File: config.mk
export PLATFORM = sky130hd
export DESIGN_NAME = digit_sequencer_3b
export DESIGN_NICKNAME = d
export VERILOG_FILES = /design/src/rtl/digit_seq_pkg.sv /design/src/rtl/button_debouncer.sv /design/src/rtl/digit_sequencer_3b.sv
export SDC_FILE = /design/constraint.sdc
export NUM_CORES = 1
export LEC_CHECK = 0
export ABC_CLOCK_PERIOD_IN_PS = 4100
export CAP_MARGIN = 20
export CORE_ASPECT_RATIO = 1.75
export CORE_MARGIN = 10
export CORE_UTILIZATION = 30
export CTS_BUF_LIST = sky130_fd_sc_hd__clkbuf_4 sky130_fd_sc_hd__clkbuf_8
export DETAILED_ROUTE_END_ITERATION = 7
export GPL_ROUTABILITY_DRIVEN = 0
export GPL_TIMING_DRIVEN = 0
export PLACE_DENSITY_LB_ADDON = 0.05
export SLEW_MARGIN = 25
export SYNTH_ARGS = -nofsm -noshare
export SYNTH_HDL_FRONTEND = slang
export SYNTH_SLANG_ARGS = --single-unit
File: constraint.sdc
create_clock -name clk -period 4.1 [get_ports clk]
set_input_delay 0.615 -clock clk [delete_from_list [all_inputs] [get_ports clk]]
set_output_delay 0.615 -clock clk [all_outputs]
set_load 0.02 [all_outputs]
File: src/rtl/digit_seq_pkg.sv
// digit_seq_pkg: shared types and constants for the digit sequencer.
//   deb_state_e : debounce FSM states
//   DIGIT_W     : digit width (3 bits, drives decoder inputs A,B,C)
//   DIGIT_MAX   : largest digit value before wrap-around
package digit_seq_pkg;

    typedef enum logic [1:0] {
        IDLE,
        PRESS_WAIT,
        PRESSED,
        RELEASE_WAIT
    } deb_state_e;

    localparam int DIGIT_W = 3;
    localparam logic [DIGIT_W-1:0] DIGIT_MAX = 3'd7;

endpackage

File: src/rtl/button_debouncer.sv
// button_debouncer: two-flop synchronizer plus press/release debounce FSM.
//   clk : rising-edge clock
//   rst : synchronous active-high reset
//   raw : asynchronous raw button, active high
//   evt : one-cycle registered pulse per qualified press (no auto-repeat)
module button_debouncer
    import digit_seq_pkg::*;
#(
    parameter int DEBOUNCE_CYCLES = 20000
) (
    input  logic clk,
    input  logic rst,
    input  logic raw,
    output logic evt
);

    localparam int CW = $clog2(DEBOUNCE_CYCLES + 1);
    localparam logic [CW-1:0] LAST = CW'(DEBOUNCE_CYCLES - 1);

    logic          sync_q;
    logic          s_q;
    logic          evt_q;
    logic [CW-1:0] cnt_q;
    deb_state_e    state_q;

    always_ff @(posedge clk) begin
        if (rst) begin
            sync_q  <= 1'b0;
            s_q     <= 1'b0;
            evt_q   <= 1'b0;
            cnt_q   <= '0;
            state_q <= IDLE;
        end else begin
            sync_q <= raw;
            s_q    <= sync_q;
            evt_q  <= 1'b0;
            case (state_q)
                IDLE: if (s_q) begin
                    cnt_q <= '0;
                    // a single-cycle debounce accepts the press on first sight
                    if (DEBOUNCE_CYCLES == 1) begin
                        state_q <= PRESSED;
                        evt_q   <= 1'b1;
                    end else begin
                        state_q <= PRESS_WAIT;
                    end
                end
                PRESS_WAIT: if (!s_q) begin
                    state_q <= IDLE;
                end else begin
                    cnt_q <= cnt_q + 1'b1;
                    if (cnt_q + 1'b1 == LAST) begin
                        state_q <= PRESSED;
                        evt_q   <= 1'b1;
                    end
                end
                PRESSED: if (!s_q) begin
                    state_q <= RELEASE_WAIT;
                    cnt_q   <= '0;
                end
                RELEASE_WAIT: if (s_q) begin
                    state_q <= PRESSED;
                end else if (cnt_q == LAST) begin
                    state_q <= IDLE;
                end else begin
                    cnt_q <= cnt_q + 1'b1;
                end
                default: state_q <= IDLE;
            endcase
        end
    end

    assign evt = evt_q;

endmodule

File: src/rtl/digit_sequencer_3b.sv
// digit_sequencer_3b: debounced up/down buttons step a modulo-8 digit for the 7-seg decoder.
//   clk, rst        : rising-edge clock, synchronous active-high reset
//   btn_up/btn_down : raw asynchronous buttons, active high
//   run             : auto-run enable (only when SEQ_AUTORUN_EN is defined)
//   A,B,C           : registered digit, A = MSB
//   changed         : one-cycle pulse in the first cycle A,B,C hold a new value
// Define SEQ_AUTORUN_EN to add the run port, TICK_DIV parameter and auto-step prescaler.
module digit_sequencer_3b
    import digit_seq_pkg::*;
#(
    parameter int DEBOUNCE_CYCLES = 20000
`ifdef SEQ_AUTORUN_EN
    ,
    parameter int TICK_DIV = 50000000
`endif
) (
    input  logic clk,
    input  logic rst,
    input  logic btn_up,
    input  logic btn_down,
`ifdef SEQ_AUTORUN_EN
    input  logic run,
`endif
    output logic A,
    output logic B,
    output logic C,
    output logic changed
);

    logic               up_evt;
    logic               down_evt;
    logic               tick;
    logic               changed_q;
    logic [DIGIT_W-1:0] d_q;
    logic [DIGIT_W-1:0] d_d;

    button_debouncer #(.DEBOUNCE_CYCLES(DEBOUNCE_CYCLES)) u_up (
        .clk(clk),
        .rst(rst),
        .raw(btn_up),
        .evt(up_evt)
    );

    button_debouncer #(.DEBOUNCE_CYCLES(DEBOUNCE_CYCLES)) u_down (
        .clk(clk),
        .rst(rst),
        .raw(btn_down),
        .evt(down_evt)
    );

`ifdef SEQ_AUTORUN_EN
    localparam int PW = $clog2(TICK_DIV);

    logic [PW-1:0] pre_q;

    assign tick = run && (pre_q == PW'(TICK_DIV - 1));

    // any button event restarts the prescaler, so a coincident tick is dropped
    always_ff @(posedge clk) begin
        if (rst || !run || up_evt || down_evt || tick) begin
            pre_q <= '0;
        end else begin
            pre_q <= pre_q + 1'b1;
        end
    end
`else
    assign tick = 1'b0;
`endif

    // button events take priority over the tick; both buttons together hold d
    always_comb begin
        d_d = (up_evt && !down_evt)            ? ((d_q == DIGIT_MAX) ? '0 : d_q + 1'b1) :
              (down_evt && !up_evt)            ? d_q - 1'b1 :
              (!up_evt && !down_evt && tick)   ? ((d_q == DIGIT_MAX) ? '0 : d_q + 1'b1) :
                                                 d_q;
    end

    always_ff @(posedge clk) begin
        if (rst) begin
            d_q       <= '0;
            changed_q <= 1'b0;
        end else begin
            d_q       <= d_d;
            changed_q <= (d_d != d_q);
        end
    end

    assign {A, B, C} = d_q;
    assign changed   = changed_q;

endmodule

# ---- Word level (Yosys, flattened, before mapping)
# Index checks and enable logic that the tools add are counted.
dict set report word_totals {
  word_cells 89
  out_inout_bits 4
  register_bits 44
  inputBits 4
}
dict set report op_classes {
  addsub 4
  n_bitwise 4
  mux 31
  n_eq_ne 26
  reduce_logical 12
}
# operator n
set ops {}
lappend ops {{15-bit two-way mux} 10}
lappend ops {{15-bit one-hot mux with 4 select lines} 2}
lappend ops {{15-bit equality test (second input constant)} 4}
lappend ops {{15-bit by 1-bit adder with 15-bit output (second input constant)} 2}
lappend ops {{2-bit two-way mux} 12}
lappend ops {{2-bit one-hot mux with 4 select lines} 2}
lappend ops {{2-bit != test (second input constant)} 6}
lappend ops {{5-bit AND reduction} 2}
lappend ops {{3-bit two-way mux} 3}
lappend ops {{2-bit equality test (second input constant)} 4}
lappend ops {{2-bit by 1-bit != test with 1-bit output (second input constant)} 4}
lappend ops {{4-bit AND reduction} 2}
lappend ops {{3-bit by 1-bit != test with 1-bit output (second input constant)} 2}
lappend ops {{3-bit != test (second input constant)} 2}
lappend ops {{3-bit OR reduction} 2}
lappend ops {{2-bit by 1-bit equality test with 1-bit output (second input constant)} 2}
lappend ops {{2-bit logical NOT} 2}
lappend ops {{1-bit NOT} 4}
lappend ops {{3-bit by 1-bit adder with 3-bit output (second input constant)} 1}
lappend ops {{3-bit equality test (second input constant)} 1}
lappend ops {{3-bit != test} 1}
lappend ops {{3-bit by 1-bit subtractor with 3-bit output (second input constant)} 1}
lappend ops {{1-bit logical AND} 2}
lappend ops {{1-bit logical NOT} 2}
lappend ops {{1-bit two-way mux} 2}

# ---- Logic depth before layout (Yosys ltp)
dict set report depth {
  word_depth 5
  ltp_mapped 10
  ltp_nobuf 7
}

# ---- Hierarchy
# A second synthesis with hierarchy kept.
dict set report unflattened {
  hier_cells 348
  area_unflattened_um2 2849.0
}
# module cells_per_inst n_inst area_per_inst_um2 seq_area_each_um2
set by_module_without_submodules {}
lappend by_module_without_submodules {{button_debouncer at u_up} 155 1 1296.2 400.4}
lappend by_module_without_submodules {{button_debouncer at u_down} 166 1 1293.7 400.4}
lappend by_module_without_submodules {digit_sequencer_3b 27 1 259.0 80.1}

# ---- Worst setup path after synthesis
# Ideal clock, no wire load.
dict set report synth_timing {
  path_kind {reg2reg}
  from {reg u_up.cnt_q[0]}
  to {reg u_up.cnt_q[13]}
  path_buffers 3
  t_arrival_ns 2.166
  period_less_slack_ns 2.240
  setup_slack_ns 1.860
  stages_incl_launch_ff 11
  setup_ns 0.074
  t_required_ns 4.026
  cell_sequence {dfxtp_1 ha_1 and4_1 and4_1 clkbuf_1 nand3b_1 a21oi_1 buf_2 buf_2 a21oi_1 a31oi_1}
}
dict set report synth_via {
  elab_chain_cells 4
  elab_cells_between_ends 8
  cone_classes {1 x add/sub; 2 x eq/ne; 4 x mux; 1 x reduce/logical}
}
# element line
set synth_rtl {}
lappend synth_rtl {{from (decl)} button_debouncer.sv:23} ;# logic [CW-1:0] cnt_q;
lappend synth_rtl {{from (signal assigned)} button_debouncer.sv:51} ;# cnt_q <= cnt_q + 1'b1;
lappend synth_rtl {{from (signal assigned)} button_debouncer.sv:66} ;# cnt_q <= cnt_q + 1'b1;
lappend synth_rtl {{15-bit by 1-bit adder with 15-bit output} {button_debouncer.sv:51, button_debouncer.sv:66}}
lappend synth_rtl {{15-bit two-way mux} button_debouncer.sv:63} ;# end else if (cnt_q == LAST) begin
lappend synth_rtl {{15-bit two-way mux} button_debouncer.sv:61} ;# RELEASE_WAIT: if (s_q) begin
lappend synth_rtl {{15-bit one-hot mux with 4 select lines} button_debouncer.sv:37} ;# case (state_q)
# Parallel ways exist; a longest one is shown, timed or not. The select of a mux whose other input is x is not followed.
# A chain may end at the register's enable or synchronous reset.

# ---- Worst setup path after layout
dict set report layout_timing {
  from {reg u_down.cnt_q[1]}
  to {reg u_down.cnt_q[2]}
}
dict set report layout_via {
  elab_chain_cells 4
  elab_cells_between_ends 8
  cone_classes {1 x add/sub; 2 x eq/ne; 4 x mux; 1 x reduce/logical}
}
# element line
set layout_rtl {}
lappend layout_rtl {{from (decl)} button_debouncer.sv:23}
lappend layout_rtl {{from (signal assigned)} button_debouncer.sv:51}
lappend layout_rtl {{from (signal assigned)} button_debouncer.sv:66}
lappend layout_rtl {{15-bit by 1-bit adder with 15-bit output} {button_debouncer.sv:51, button_debouncer.sv:66}}
lappend layout_rtl {{15-bit two-way mux} button_debouncer.sv:63}
lappend layout_rtl {{15-bit two-way mux} button_debouncer.sv:61}
lappend layout_rtl {{15-bit one-hot mux with 4 select lines} button_debouncer.sv:37}
# Parallel ways exist; a longest one is shown, timed or not. The select of a mux whose other input is x is not followed.

==> reports/metrics.cfg <==
[synth]
synth_top_cell_by_area = dfxtp_1
syn-num-nets = 346
yosysWarningCount = 0
syn-instance-count = 335
synth_top_area_share = 0.324
yosysSeqAreaShare = 0.324
ys_dominant_reg_cell = dfxtp_1
netlist_top_cells_area = dfxtp_1 32%, a31oi_1 4.6%, nand2_1 4.1%
ys_async_sr_fraction = 0
synth-seq-cells = 44
synthDistinctLibCells = 65
syn_avg_cell_area_um2 = 8.12
synth_commonest_cells = 44 x dfxtp_1, 30 x nand2_1, 22 x a21oi_1
synth-edff-count = 0
synth_most_common_cell = dfxtp_1
netlist_area_um2 = 2720

[clock_network]
ctsResizeCount = 0
cts_buffer_depth = 2
cts_hold_buf = 0
cts_tree = yes
clock-root-buffer = clkbuf_8
cts.clk_slew.worst_paths_ns = 0.09
post_cts_buffers = 0
htreeDepth = 2
cts_sinks = 44
cts_made_buffers = 5
clock_latency_ns = 0.31

[finish]
synthToLayoutAreaGrowth_pct = 11.5
fillCellCount = 983
final_cells = 466
layout-drive-gt1-share = 0.0974
nets = 360
diodes = 0

[global_routing]
grt_pass1_vias = 2406
antenna_found_initial = 0
grt_pass1_wl_um = 11900
grt_max_degree = 13
grt.total_usage = 0.110
grt.overflow.total = 0

[route]
dr.pass1.iters = 4
wire_per_inst_um = 15.7
vias = 2456
drc = 0
routed_wirelength_um = 7310
drt_iter0_drc = 52
vias_per_cell = 5.27
antenna_left = 0

[place]
dpl.cell_count = 459
portBuffers = 7
dp_hpwl_um = 5630

[critical_path]
crit_path_top_delay_cell = nor4b_4
crit_buf_inv = 1
criticalPathCategory = reg -> reg
reg2reg_depth = 8
endpoint = u_down.cnt_q[2]
worst-path-stages = 8
critPathCaptureType = flip-flop
worstPathMaxFanout = 10
cp.arrival_ns = 3.09
slowest_delay_ns = 0.56
crit_chain = ha_1 -> nand4_1 -> nor4b_4 -> o21ai_0 -> and2_0 -> buf_6 -> a21oi_1 -> a31oi_1
worst-r2r-setup-slack_ns = 1.21
rr_startpoint = u_down.cnt_q[1]
crit_path_start = u_down.cnt_q[1]
cp_top_family = simple AND/OR/NAND/NOR gates
crit_required_ns = 4.30
timing.rr.end = u_down.cnt_q[2]
critPathLaunchType = flip-flop

[timing]
drv_slew = 0
period_minus_slack_ns = 2.89
setup-violations-final = 0
setup_tns_ns = 0
relSlewSlack = 0.584
post-route-period-util = 0.705
worst_pin_slew_ns = 0.609
finalHoldViolCount = 0
clock_skew_ns = 0.0105
fmax_mhz = 346
rsz0062_at_grt = false

[job]
cap_violations = 0

[run_status]
outcome = complete, no violations

[floorplanning]
fp.dieH_um = 146
num_rows = 45
start_util = 0.310
die_w_um = 92.0
pin_count = 8
die_area_um2 = 13400
core_area_um2 = 8780

[power]
peakVddDrop_mv = 0.117
p_leak_nw = 0.987
power.density_nw_per_um2 = 255

[hold_path]
hold_class = reg -> reg

## stage by stage
step           cell area (um2)  hold WS [ns]  power [W]   util  worst slack [ns]
2_1_floorplan             2720         0.414   0.000460      -              1.86
3_3_place_gp              2940         0.426   0.000472  0.334              1.24
3_5_place_dp              2940         0.426   0.000472  0.334              1.26
4_1_cts                   3030         0.455   0.000788  0.345              1.23
5_1_grt                   3030         0.471   0.000805  0.345              1.00
6_report                  3030         0.449   0.000772  0.345              1.21
## layer usage
layer | up-vias | GRT usage | part of all wire | wire length [um]
li1 | 1268 | - | - | -
met1 | 1144 | 0.0980 | 0.37 | 2700
met2 | 26 | 0.216 | 0.57 | 4150
met3 | 18 | 0.0211 | 0.022 | 162
met4 | 0 | 0.0605 | 0.041 | 300
met5 | - | 0 | 0 | 0
## worst min-delay path by stage
| stage | depth (start not counted) | slack, ns | startpoint | to |
|---|---|---|---|---|
| 5_1_grt | 1 | 0.47 | u_down.sync_q | u_down.s_q |
| 2_1_floorplan | 1 | 0.41 | u_down.sync_q | u_down.s_q |
| 3_3_place_gp | 1 | 0.43 | u_down.sync_q | u_down.s_q |
| 4_1_cts | 1 | 0.46 | u_down.sync_q | u_down.s_q |
| 6_report | 1 | 0.45 | u_down.sync_q | u_down.s_q |
| 3_5_place_dp | 1 | 0.43 | u_up.sync_q | u_up.s_q |
## cell usage in the layout, fill, tap and decap left out, types with 2 or more instances in the layout
| master | instances |
|---|---|
| a31oi_1 | 20 |
| xor2_1 | 5 |
| clkdlybuf4s50_1 | 7 |
| nor3b_1 | 2 |
| clkbuf_8 | 7 |
| o32a_1 | 2 |
| o21ai_0 | 14 |
| a21oi_1 | 22 |
| o21a_1 | 4 |
| mux2_2 | 2 |
| inv_1 | 9 |
| clkbuf_1 | 9 |
| a22oi_1 | 3 |
| nor4_1 | 3 |
| nand2b_1 | 13 |
| o31ai_1 | 2 |
| buf_6 | 3 |
| buf_2 | 7 |
| dfxtp_1 | 44 |
| mux2i_1 | 4 |
| nand3b_1 | 2 |
| nor2b_1 | 8 |
| nand4_1 | 7 |
| a211oi_1 | 10 |
| or4_1 | 2 |
| nand3_1 | 14 |
| nor3_1 | 11 |
| and4_1 | 5 |
| o22ai_1 | 3 |
| nor2_1 | 14 |
| xnor2_1 | 9 |
| nand2_1 | 30 |
| ha_1 | 7 |
| and3_1 | 8 |
| a21o_2 | 2 |
| or3_1 | 4 |
## worst register-to-register path: stages (launching register included)
cell and delay, ns:
dfxtp_1 0.50, ha_1 0.35, nand4_1 0.33, nor4b_4 0.56, o21ai_0 0.27, and2_0 0.34, buf_6 0.22, a21oi_1 0.15
a31oi_1 0.05
## where the power goes
part / internal (W) / switching [W]
Combinational: 0.0000118 / 0.0000181
Clock: 0.000151 / 0.000160
Sequential: 0.000429 / 0.00000237
## registers in the layout (all words and copies together) (netlist names), named ones only
| register | cells |
|---|---|
| u_down.cnt_q | 15 |
| u_up.cnt_q | 15 |
| d_q | 3 |
| changed | 1 |
| u_down.evt | 1 |
| u_down.s_q | 1 |
| u_down.state_q | 1 |
| u_down.sync_q | 1 |
| u_up.evt | 1 |
| u_up.s_q | 1 |
| u_up.state_q | 1 |
| u_up.sync_q | 1 |
## layout make-up
type / count / area [um2] / share of cell area
Buffer: 21 / 111 / 0.0367
Clock buffer: 7 / 96.3 / 0.0318
Inverter: 9 / 33.8 / 0.0111
Multi-Input combinational cell: 261 / 1690 / 0.558
Sequential cell: 44 / 881 / 0.291
Tap cell: 117 / 146 / 0.0483
Timing Repair Buffer: 7 / 70.1 / 0.0231
## cell families after synthesis
family                   Yosys count  share of synthesized area
AND/OR/NAND/NOR                  138                      0.290
buffers and inverters             30                     0.0534
multiplexers                       6                     0.0230
AO/OA/AOI/OAI                     96                      0.232
flip-flops                        44                      0.324
XOR/XNOR                          14                     0.0451
adder cells (fa/ha/maj)            7                     0.0322
No activity file was read; power rests on OpenSTA's default activity.
